[src/rtl/uart_tx_framer.sv]
// ---------------------------------------------------------------------------
// uart_tx_framer
//
// Transmit-side UART serializer with acknowledge/retry. A word accepted over
// a valid/ready handshake is framed as: start bit (0), WORD_LENGTH data bits
// LSB first, odd parity bit, stop bit (1). Each symbol lasts BAUD_DIV clocks.
// After the stop bit the line idles high for ACK_WINDOW clocks while the
// synchronized err_ack is watched; any error seen in that window causes the
// same word to be resent, up to MAX_RETRY times.
//
// Handshake: a word transfers on a rising t_clk edge where tx_valid and
// tx_ready are both 1. tx_ready is 1 only in IDLE; tx_valid is ignored in
// every other state, and tx_data only needs to be stable at the transfer edge.
//
// Ports:
//   t_clk        transmit clock
//   t_rst_n      asynchronous active-low reset
//   tx_data      word to send
//   tx_valid     tx_data is valid
//   tx_ready     block can accept a word (registered)
//   err_ack      receiver status, async: 1 = packet not OK, 0 = OK
//   UART_Tx_OUT  serial line, idle high (registered)
//   tx_busy      frame or ack window in progress (registered)
//   tx_done      one-cycle pulse: word acknowledged OK (registered)
//   tx_fail      one-cycle pulse: word abandoned after MAX_RETRY retries
//   retry_cnt    retransmissions made for the current word (registered)
//   o_dbg_state  current FSM state encoding, for debug/checkers
// ---------------------------------------------------------------------------
module uart_tx_framer #(
    parameter int WORD_LENGTH = 8,
    parameter int CLK_RATE    = 50000000,
    parameter int BAUD        = 115200,
    parameter int ACK_WINDOW  = 16,
    parameter int MAX_RETRY   = 2
) (
    input  logic                             t_clk,
    input  logic                             t_rst_n,
    input  logic [WORD_LENGTH-1:0]           tx_data,
    input  logic                             tx_valid,
    output logic                             tx_ready,
    input  logic                             err_ack,
    output logic                             UART_Tx_OUT,
    output logic                             tx_busy,
    output logic                             tx_done,
    output logic                             tx_fail,
    output logic [$clog2(MAX_RETRY+1)-1:0]   retry_cnt,
    output logic [2:0]                       o_dbg_state
);

    localparam int BAUD_DIV = CLK_RATE / BAUD;
    localparam int BCW      = $clog2(BAUD_DIV);
    localparam int AW       = $clog2(ACK_WINDOW + 1);
    localparam int IW       = $clog2(WORD_LENGTH) + 1;
    localparam int RW       = $clog2(MAX_RETRY + 1);

    localparam logic [BCW-1:0] BAUD_LAST = BCW'(BAUD_DIV - 1);
    localparam logic [AW-1:0]  ACK_LAST  = AW'(ACK_WINDOW - 1);
    localparam logic [IW-1:0]  IDX_LAST  = IW'(WORD_LENGTH - 1);
    localparam logic [RW-1:0]  RETRY_MAX = RW'(MAX_RETRY);

    typedef enum logic [2:0] {
        S_IDLE     = 3'd0,
        S_START    = 3'd1,
        S_DATA     = 3'd2,
        S_PARITY   = 3'd3,
        S_STOP     = 3'd4,
        S_ACK_WAIT = 3'd5
    } state_t;

    state_t                 r_state;
    logic [WORD_LENGTH-1:0] r_shadow;
    logic [BCW-1:0]         r_baud_cnt;
    logic [IW-1:0]          r_bit_idx;
    logic [AW-1:0]          r_ack_cnt;
    logic                   r_err_seen;
    logic                   r_err_meta;
    logic                   r_err_sync;

    logic                   w_baud_last;
    logic [IW-1:0]          w_next_idx;
    logic [WORD_LENGTH-1:0] w_shifted;
    logic                   w_parity;
    logic                   w_err_any;

    assign o_dbg_state = r_state;
    assign w_baud_last = (r_baud_cnt == BAUD_LAST);
    assign w_next_idx  = r_bit_idx + IW'(1);
    // Shift rather than index so the index width never has to match the word.
    assign w_shifted   = r_shadow >> w_next_idx;
    assign w_parity    = ~(^r_shadow);
    // Include this cycle's sample so an error on the last window cycle counts.
    assign w_err_any   = r_err_seen | r_err_sync;

    // Two-flop synchronizer for the receiver's asynchronous status line.
    always_ff @(posedge t_clk or negedge t_rst_n) begin
        if (!t_rst_n) begin
            r_err_meta <= 1'b0;
            r_err_sync <= 1'b0;
        end else begin
            r_err_meta <= err_ack;
            r_err_sync <= r_err_meta;
        end
    end

    always_ff @(posedge t_clk or negedge t_rst_n) begin
        if (!t_rst_n) begin
            r_state     <= S_IDLE;
            r_shadow    <= '0;
            r_baud_cnt  <= '0;
            r_bit_idx   <= '0;
            r_ack_cnt   <= '0;
            r_err_seen  <= 1'b0;
            UART_Tx_OUT <= 1'b1;
            tx_ready    <= 1'b1;
            tx_busy     <= 1'b0;
            tx_done     <= 1'b0;
            tx_fail     <= 1'b0;
            retry_cnt   <= '0;
        end else begin
            tx_done <= 1'b0;
            tx_fail <= 1'b0;

            case (r_state)
                S_IDLE: begin
                    r_baud_cnt <= '0;
                    r_ack_cnt  <= '0;
                    if (tx_valid && tx_ready) begin
                        r_shadow    <= tx_data;
                        retry_cnt   <= '0;
                        r_state     <= S_START;
                        UART_Tx_OUT <= 1'b0;
                        tx_ready    <= 1'b0;
                        tx_busy     <= 1'b1;
                    end
                end

                S_START: begin
                    if (w_baud_last) begin
                        r_baud_cnt  <= '0;
                        r_bit_idx   <= '0;
                        r_state     <= S_DATA;
                        UART_Tx_OUT <= r_shadow[0];
                    end else begin
                        r_baud_cnt <= r_baud_cnt + BCW'(1);
                    end
                end

                S_DATA: begin
                    if (w_baud_last) begin
                        r_baud_cnt <= '0;
                        if (r_bit_idx == IDX_LAST) begin
                            r_state     <= S_PARITY;
                            UART_Tx_OUT <= w_parity;
                        end else begin
                            r_bit_idx   <= w_next_idx;
                            UART_Tx_OUT <= w_shifted[0];
                        end
                    end else begin
                        r_baud_cnt <= r_baud_cnt + BCW'(1);
                    end
                end

                S_PARITY: begin
                    if (w_baud_last) begin
                        r_baud_cnt  <= '0;
                        r_state     <= S_STOP;
                        UART_Tx_OUT <= 1'b1;
                    end else begin
                        r_baud_cnt <= r_baud_cnt + BCW'(1);
                    end
                end

                S_STOP: begin
                    if (w_baud_last) begin
                        r_baud_cnt  <= '0;
                        r_ack_cnt   <= '0;
                        r_err_seen  <= 1'b0;
                        r_state     <= S_ACK_WAIT;
                        UART_Tx_OUT <= 1'b1;
                    end else begin
                        r_baud_cnt <= r_baud_cnt + BCW'(1);
                    end
                end

                S_ACK_WAIT: begin
                    if (r_err_sync) begin
                        r_err_seen <= 1'b1;
                    end
                    if (r_ack_cnt == ACK_LAST) begin
                        r_ack_cnt <= '0;
                        if (!w_err_any) begin
                            tx_done  <= 1'b1;
                            tx_ready <= 1'b1;
                            tx_busy  <= 1'b0;
                            r_state  <= S_IDLE;
                        end else if (retry_cnt < RETRY_MAX) begin
                            // Resend the unchanged shadow word.
                            retry_cnt   <= retry_cnt + RW'(1);
                            r_state     <= S_START;
                            UART_Tx_OUT <= 1'b0;
                        end else begin
                            tx_fail  <= 1'b1;
                            tx_ready <= 1'b1;
                            tx_busy  <= 1'b0;
                            r_state  <= S_IDLE;
                        end
                    end else begin
                        r_ack_cnt <= r_ack_cnt + AW'(1);
                    end
                end

                default: begin
                    r_state     <= S_IDLE;
                    UART_Tx_OUT <= 1'b1;
                    tx_ready    <= 1'b1;
                    tx_busy     <= 1'b0;
                end
            endcase
        end
    end

endmodule

[config.mk]
export PLATFORM = sky130hd
export DESIGN_NAME = uart_tx_framer
export DESIGN_NICKNAME = d
export VERILOG_FILES = /design/src/rtl/uart_tx_framer.sv
export SDC_FILE = /design/constraint.sdc
export NUM_CORES = 1
export LEC_CHECK = 0
export BUFFER_PORTS_ARGS = -buffer_cell sky130_fd_sc_hd__buf_2
export CAP_MARGIN = 20
export CORE_ASPECT_RATIO = 0.9
export CORE_MARGIN = 2
export CORE_UTILIZATION = 40
export CTS_CLUSTER_DIAMETER = 50
export CTS_CLUSTER_SIZE = 12
export DETAILED_ROUTE_END_ITERATION = 8
export PLACE_DENSITY = 0.55
export SLEW_MARGIN = 40
export SYNTH_ARGS = -nofsm -noshare
export SYNTH_HDL_FRONTEND = slang
export SYNTH_SLANG_ARGS = --single-unit
[constraint.sdc]
create_clock -name t_clk -period 1.9 [get_ports t_clk]
set_clock_uncertainty 0.15 [all_clocks]
set_input_delay 0.095 -clock t_clk [delete_from_list [all_inputs] [get_ports t_clk]]
set_output_delay 0.095 -clock t_clk [all_outputs]
set_load 0.03 [all_outputs]
==> results.sh, run 1 <==
export IMPL_status="complete, no violations"
export IMPL_final_cells=339
export IMPL_ys_types=45
export IMPL_p_int_mw=1.19
export IMPL_drv_cap=0
export IMPL_critPathKind="reg2reg"
export IMPL_hold_start="r_err_meta"
export IMPL_dp_cells=319
export IMPL_die_area_mm2=0.00588
export IMPL_fill_cells=471
export IMPL_hold_slack_ps=205
export IMPL_die_w_um=80.6
export IMPL_drive_gt1_frac=0.276
export IMPL_min_period_ps=1810
export IMPL_dpl_cell_area_mm2=0.00240
export IMPL_crit_fanout=5
export IMPL_finalWirelength_um=4640
export IMPL_startpoint_type="register"
export IMPL_seqPwrFrac=0.557
export IMPL_ioPinCount=22
export IMPL_crit_chain="ha_4 -> nand4b_1 -> nor2_2 -> or3_4 -> and3_4 -> a31oi_1"
export IMPL_cts_buffers=5
export IMPL_final_setup_worst_slack_ps=86.9
export IMPL_grt_usage=0.177
export IMPL_cts_tree="yes"
export IMPL_via_count=1740
export IMPL_synth_seq_cells=39
export IMPL_grt_pass1_vias=1665
export IMPL_crit_family="simple AND/OR/NAND/NOR gates"
export IMPL_initial_core_util=0.410
export IMPL_cp_num_cells=6
export IMPL_routedWlPerCell_um=13.7
export IMPL_pwr_share_comb=0.032
export IMPL_rows=25
export IMPL_p_clk_frac=0.411
export IMPL_cp_end_kind="register"
export IMPL_synthCells=221
export IMPL_ir_drop_uv=367
export IMPL_finalMaxSlewViolations=0
export IMPL_min_path_type="reg2reg"
export IMPL_place_ws_ps=72.0
export IMPL_clk_latency_ps=290
export IMPL_cellPowerDensity_mw_per_mm2=563
export IMPL_grt_antenna_before_repair=0
export IMPL_grt_max_degree=40
export IMPL_viasPerCell=5.13
export IMPL_cp_arrival_ps=1880
export IMPL_cp_required_ps=1960
export IMPL_cts_path_max_buffers=2
export IMPL_r2r_start="r_baud_cnt[0]"
export IMPL_drc=0
export IMPL_final_common_cell="dfrtp_1"
export IMPL_fin_nets=287
export IMPL_overflow=0
export IMPL_htree_levels=2
export IMPL_avgSynthCellArea_um2=9.57
export IMPL_cp_startpoint="r_baud_cnt[0]"
export IMPL_setup_viol=0
export IMPL_fin_area_mm2=0.00266
export IMPL_gp_congestion=0.776
export IMPL_grt_pass1_wl_um=7900
export IMPL_p_switching_mw=0.310
export IMPL_critPathBufInv=0
export IMPL_period_share=0.954
export IMPL_hold_viol=0
export IMPL_hpwl_um=3330
export IMPL_fmax_mhz=552
export IMPL_async_flop_share=1.00
export IMPL_crit_end="UART_Tx_OUT"
export IMPL_slowest_delay_ps=450
export IMPL_ys_seq_area_frac=0.463
export IMPL_tns_ps=0
export IMPL_reg2reg_depth=6
export IMPL_syn_cell_area_mm2=0.00211
export IMPL_maxSlewHeadroom=0.670
export IMPL_r2r_slack_ps=90
export IMPL_layout_common_cells="dfrtp_1 (34), nand2_1 (27), buf_2 (21), buf_4 (19), o21ai_0 (18)"
export IMPL_ys_warn_count=0
export IMPL_ys_flop_type="dfrtp_1"
export IMPL_antenna_cells=0
export IMPL_core_mm2=0.00516
export IMPL_cp_slowest_cell="dfrtp_2"
export IMPL_leakage_nw=1.19
export IMPL_final_util=0.515
export IMPL_reg2reg_to="UART_Tx_OUT"
export IMPL_die_y_um=73.0
export IMPL_clk_pin_slew_ps=70
export IMPL_ant_nets=0
export IMPL_root_buffer="clkbuf_8"
export IMPL_firstDrtPassIters=4
export IMPL_cts_sinks=39
export IMPL_total_power_mw=1.50
export IMPL_syn_to_final_growth_pct=25.8
export IMPL_swShare=0.207
export IMPL_port_buffers=21
export IMPL_syn_num_nets=237
export IMPL_synth_edf_count=0
export IMPL_dr_first_iter_drc_count=99
export IMPL_worst_slew_pin_slew_ps=494
power by group through the flow:
stage                     sequential (mW)  combinational [mW]  clock [mW]
after global placement              0.849              0.0325           0
after floorplan                     0.849             0.00219           0
after CTS                           0.833              0.0497       0.634
final                               0.833              0.0478       0.616
after detailed placement            0.850              0.0325           0
after global routing                0.833              0.0548       0.678
final cells by class:
type | instances | area, um^2 | area share
flip-flops and latches | 39 | 982 | 0.369
clock buffers | 8 | 100 | 0.0376
repair buffers | 51 | 358 | 0.135
multi-input cells | 167 | 1110 | 0.417
well taps | 67 | 83.8 | 0.0315
inverters | 7 | 26.3 | 0.00988
logic make-up after synthesis:
kind of cell	Yosys count	share of synthesized area
AND/OR/NAND/NOR	84	0.211
buffers and inverters	15	0.0331
adder cells (fa/ha/maj)	4	0.0237
XOR/XNOR	13	0.0538
AO/OA/AOI/OAI	54	0.154
flip-flops	39	0.463
multiplexers	12	0.0615
worst min-delay path by stage:
stage / end / slack (ps) / cells past startpoint
6_report: r_err_sync / 210 / 0
5_1_grt: r_err_sync / 210 / 0
4_1_cts: r_err_sync / 210 / 0
3_5_place_dp: tx_fail / 40 / 2
3_3_place_gp: r_baud_cnt[7] / 40 / 2
2_1_floorplan: o_dbg_state[0] / -350 / 0
sequential cells by signal, indices dropped and copies added, names as in the netlist:
| register | count |
|---|---|
| tx_done | 1 |
| tx_fail | 1 |
| r_err_sync | 1 |
| o_dbg_state | 3 |
| r_err_seen | 1 |
| r_err_meta | 1 |
| UART_Tx_OUT | 1 |
| retry_cnt | 2 |
| r_ack_cnt | 5 |
| r_bit_idx | 4 |
| r_baud_cnt | 9 |
| tx_ready | 1 |
| tx_busy | 1 |
| r_shadow | 8 |
cell usage after synthesis, types with 2 or more instances:
library cell / number / area (um^2)
nor2b_1: 5 / 31.3
dfstp_2: 2 / 52.6
nand2b_1: 3 / 18.8
mux2_2: 8 / 90.1
nand2_1: 27 / 101
or3_1: 4 / 25.0
a2111oi_0: 2 / 17.5
a21oi_1: 7 / 35.0
nor2_1: 15 / 56.3
dfrtp_1: 37 / 926
mux2i_1: 4 / 40.0
o31ai_1: 2 / 15.0
inv_1: 6 / 22.5
a31oi_1: 7 / 43.8
nand3_1: 8 / 40.0
a22o_1: 3 / 26.3
ha_1: 4 / 50.1
and3_1: 6 / 37.5
xnor2_1: 10 / 87.6
clkbuf_1: 2 / 7.51
nand3b_1: 2 / 15.0
xor2_1: 3 / 26.3
nor3_1: 4 / 20.0
o21ai_0: 22 / 110
nor3b_1: 2 / 15.0
buf_2: 4 / 20.0
o21ai_1: 4 / 20.0
metal layers:
metal,wire length (um),GRT usage,up-vias
li1,-,-,889
met1,2540,0.267,814
met2,1850,0.250,30
met3,186,0.0384,7
met4,63,0.0621,0
met5,0,0,-
timing repair:
action,4_1_cts,5_1_grt
endpoints found under the setup margin,0,6
hold buffers,11,0
setup buffers,0,1
resized for setup,0,18
endpoints found under the hold margin,47,0
Power figures use the tool's default switching activity.
==> inputs of run 2 (changes only) <==
==> constraint.sdc (replaced) <==
create_clock -name t_clk -period 1.9 [get_ports t_clk]
set_clock_uncertainty 0.15 [all_clocks]
set_input_delay 0.19 -clock t_clk [delete_from_list [all_inputs] [get_ports t_clk]]
set_output_delay 0.19 -clock t_clk [all_outputs]
set_load 0.03 [all_outputs]
==> run 2 against run 1 <==
  * Sequential power about the same
  * Flip-flop and latch count unchanged
  * First-iteration DRC count down 17%
  * Global-route usage up 0.12 points
  * Setup slack better by 2.8 ps
  * Critical path type unchanged
==> results.sh, run 2 (same netlist as run 1, synthesis figures left out) <==
export IMPL_maxSlewHeadroom=0.667
export IMPL_grt_usage=0.178
export IMPL_critPathKind="reg2reg"
export IMPL_die_w_um=80.6
export IMPL_final_common_cell="dfrtp_1"
export IMPL_worst_slew_pin_slew_ps=500
export IMPL_fill_cells=497
export IMPL_reg2reg_depth=7
export IMPL_setup_viol=0
export IMPL_cts_sinks=39
export IMPL_port_buffers=21
export IMPL_period_share=0.953
export IMPL_htree_levels=2
export IMPL_drv_cap=0
export IMPL_leakage_nw=1.19
export IMPL_rows=25
export IMPL_grt_max_degree=40
export IMPL_antenna_cells=0
export IMPL_crit_fanout=3
export IMPL_syn_to_final_growth_pct=24.3
export IMPL_die_y_um=73.0
export IMPL_drc=0
export IMPL_cts_buffers=5
export IMPL_die_area_mm2=0.00588
export IMPL_top_register="r_baud_cnt"
export IMPL_routedWlPerCell_um=13.8
export IMPL_min_period_ps=1810
export IMPL_grt_pass1_wl_um=8000
export IMPL_cp_required_ps=1920
export IMPL_drive_gt1_frac=0.258
export IMPL_dr_first_iter_drc_count=82
export IMPL_hold_start="tx_valid"
export IMPL_clk_pin_slew_ps=80
export IMPL_via_count=1761
export IMPL_holdPathStages=3
export IMPL_hpwl_um=3340
export IMPL_largest_register_ffs=9
export IMPL_grt_antenna_before_repair=0
export IMPL_firstDrtPassIters=6
export IMPL_startpoint_type="register"
export IMPL_hold_viol=0
export IMPL_initial_core_util=0.410
export IMPL_viasPerCell=5.21
export IMPL_fmax_mhz=552
export IMPL_cts_tree="yes"
export IMPL_ir_drop_uv=374
export IMPL_cp_arrival_ps=1830
export IMPL_cellPowerDensity_mw_per_mm2=552
export IMPL_layout_common_cells="dfrtp_1 (35), nand2_1 (27), buf_2 (21), o21ai_0 (20), buf_4 (19)"
export IMPL_hold_slack_ps=87.3
export IMPL_grt_pass1_vias=1668
export IMPL_ant_nets=0
export IMPL_clk_latency_ps=290
export IMPL_min_path_type="in2reg"
export IMPL_fin_nets=286
export IMPL_core_mm2=0.00516
export IMPL_r2r_start="r_baud_cnt[1]"
export IMPL_r2r_slack_ps=90
export IMPL_finalWirelength_um=4680
export IMPL_top_regs="r_baud_cnt x9, r_shadow x8, r_ack_cnt x5"
export IMPL_hold_end="tx_busy"
export IMPL_tns_ps=0
export IMPL_final_cells=338
export IMPL_cp_end_kind="register"
export IMPL_ioPinCount=22
export IMPL_dp_cells=319
export IMPL_gp_congestion=0.801
export IMPL_reg2reg_to="r_bit_idx[2]"
export IMPL_cts_path_max_buffers=2
export IMPL_status="complete, no violations"
export IMPL_root_buffer="clkbuf_8"
export IMPL_overflow=0
export IMPL_finalMaxSlewViolations=0
## run 2: worst max-delay path, stage by stage, from the launching register on
cell and delay (ps):
dfrtp_1 380, inv_1 70, ha_2 170, and4b_1 210, nand2_1 100, or3_4 390, o21ai_2 140, o21ai_1 70
## run 2: area by class of cell
type	instances	area [um^2]	area share
Multi-Input combinational cell	167	1100	0.418
Sequential cell	39	981	0.373
Timing Repair Buffer	50	348	0.132
Clock buffer	7	86.3	0.0329
Tap cell	67	83.8	0.0319
Inverter	7	26.3	0.0100
Clock inverter	1	5.00	0.00190
## run 2: through the flow
stage	total power [mW]	instance area [um^2]	setup slack [ps]	util
3_5_place_dp	0.882	2400	59.1	0.464
4_1_cts	1.47	2590	40.0	0.502
6_report	1.45	2630	89.7	0.509
3_3_place_gp	0.882	2400	105	0.464
5_1_grt	1.51	2630	-2.31	0.509
2_1_floorplan	0.851	2120	15.3	-
## run 2: worst max path at each step
stage                    from           end  slack [ps]
3_5_place_dp    r_baud_cnt[1]  r_bit_idx[2]          60
2_1_floorplan  o_dbg_state[1]  retry_cnt[0]          20
4_1_cts         r_baud_cnt[1]  r_bit_idx[2]          40
5_1_grt         r_baud_cnt[1]  r_bit_idx[2]          -2
3_3_place_gp    r_baud_cnt[1]  r_bit_idx[2]         110
6_report        r_baud_cnt[1]  r_bit_idx[2]          90
## run 2: layer usage
metal  vias up  routed length, um  global-route usage
met4         0                 50              0.0678
met1       832               2520               0.272
met5         -                  0                   0
li1        887                  -                   -
met2        38               1920               0.244
met3         4                195              0.0396
## run 2: power breakdown
| group | leakage [nW] | internal, mW | switching [mW] | total, mW |
|---|---|---|---|---|
| clock | 0.0482 | 0.293 | 0.277 | 0.570 |
| sequential | 0.510 | 0.832 | 0.00134 | 0.833 |
| combinational | 0.627 | 0.0230 | 0.0232 | 0.0463 |
## run 2: what timing repair did
| item | in CTS | in global routing |
|---|---|---|
| endpoints found under the hold margin | 46 | 0 |
| hold buffers | 10 | 0 |
| gates resized for setup | 0 | 10 |
| endpoints found under the setup margin | 0 | 8 |
| setup buffers | 0 | 1 |
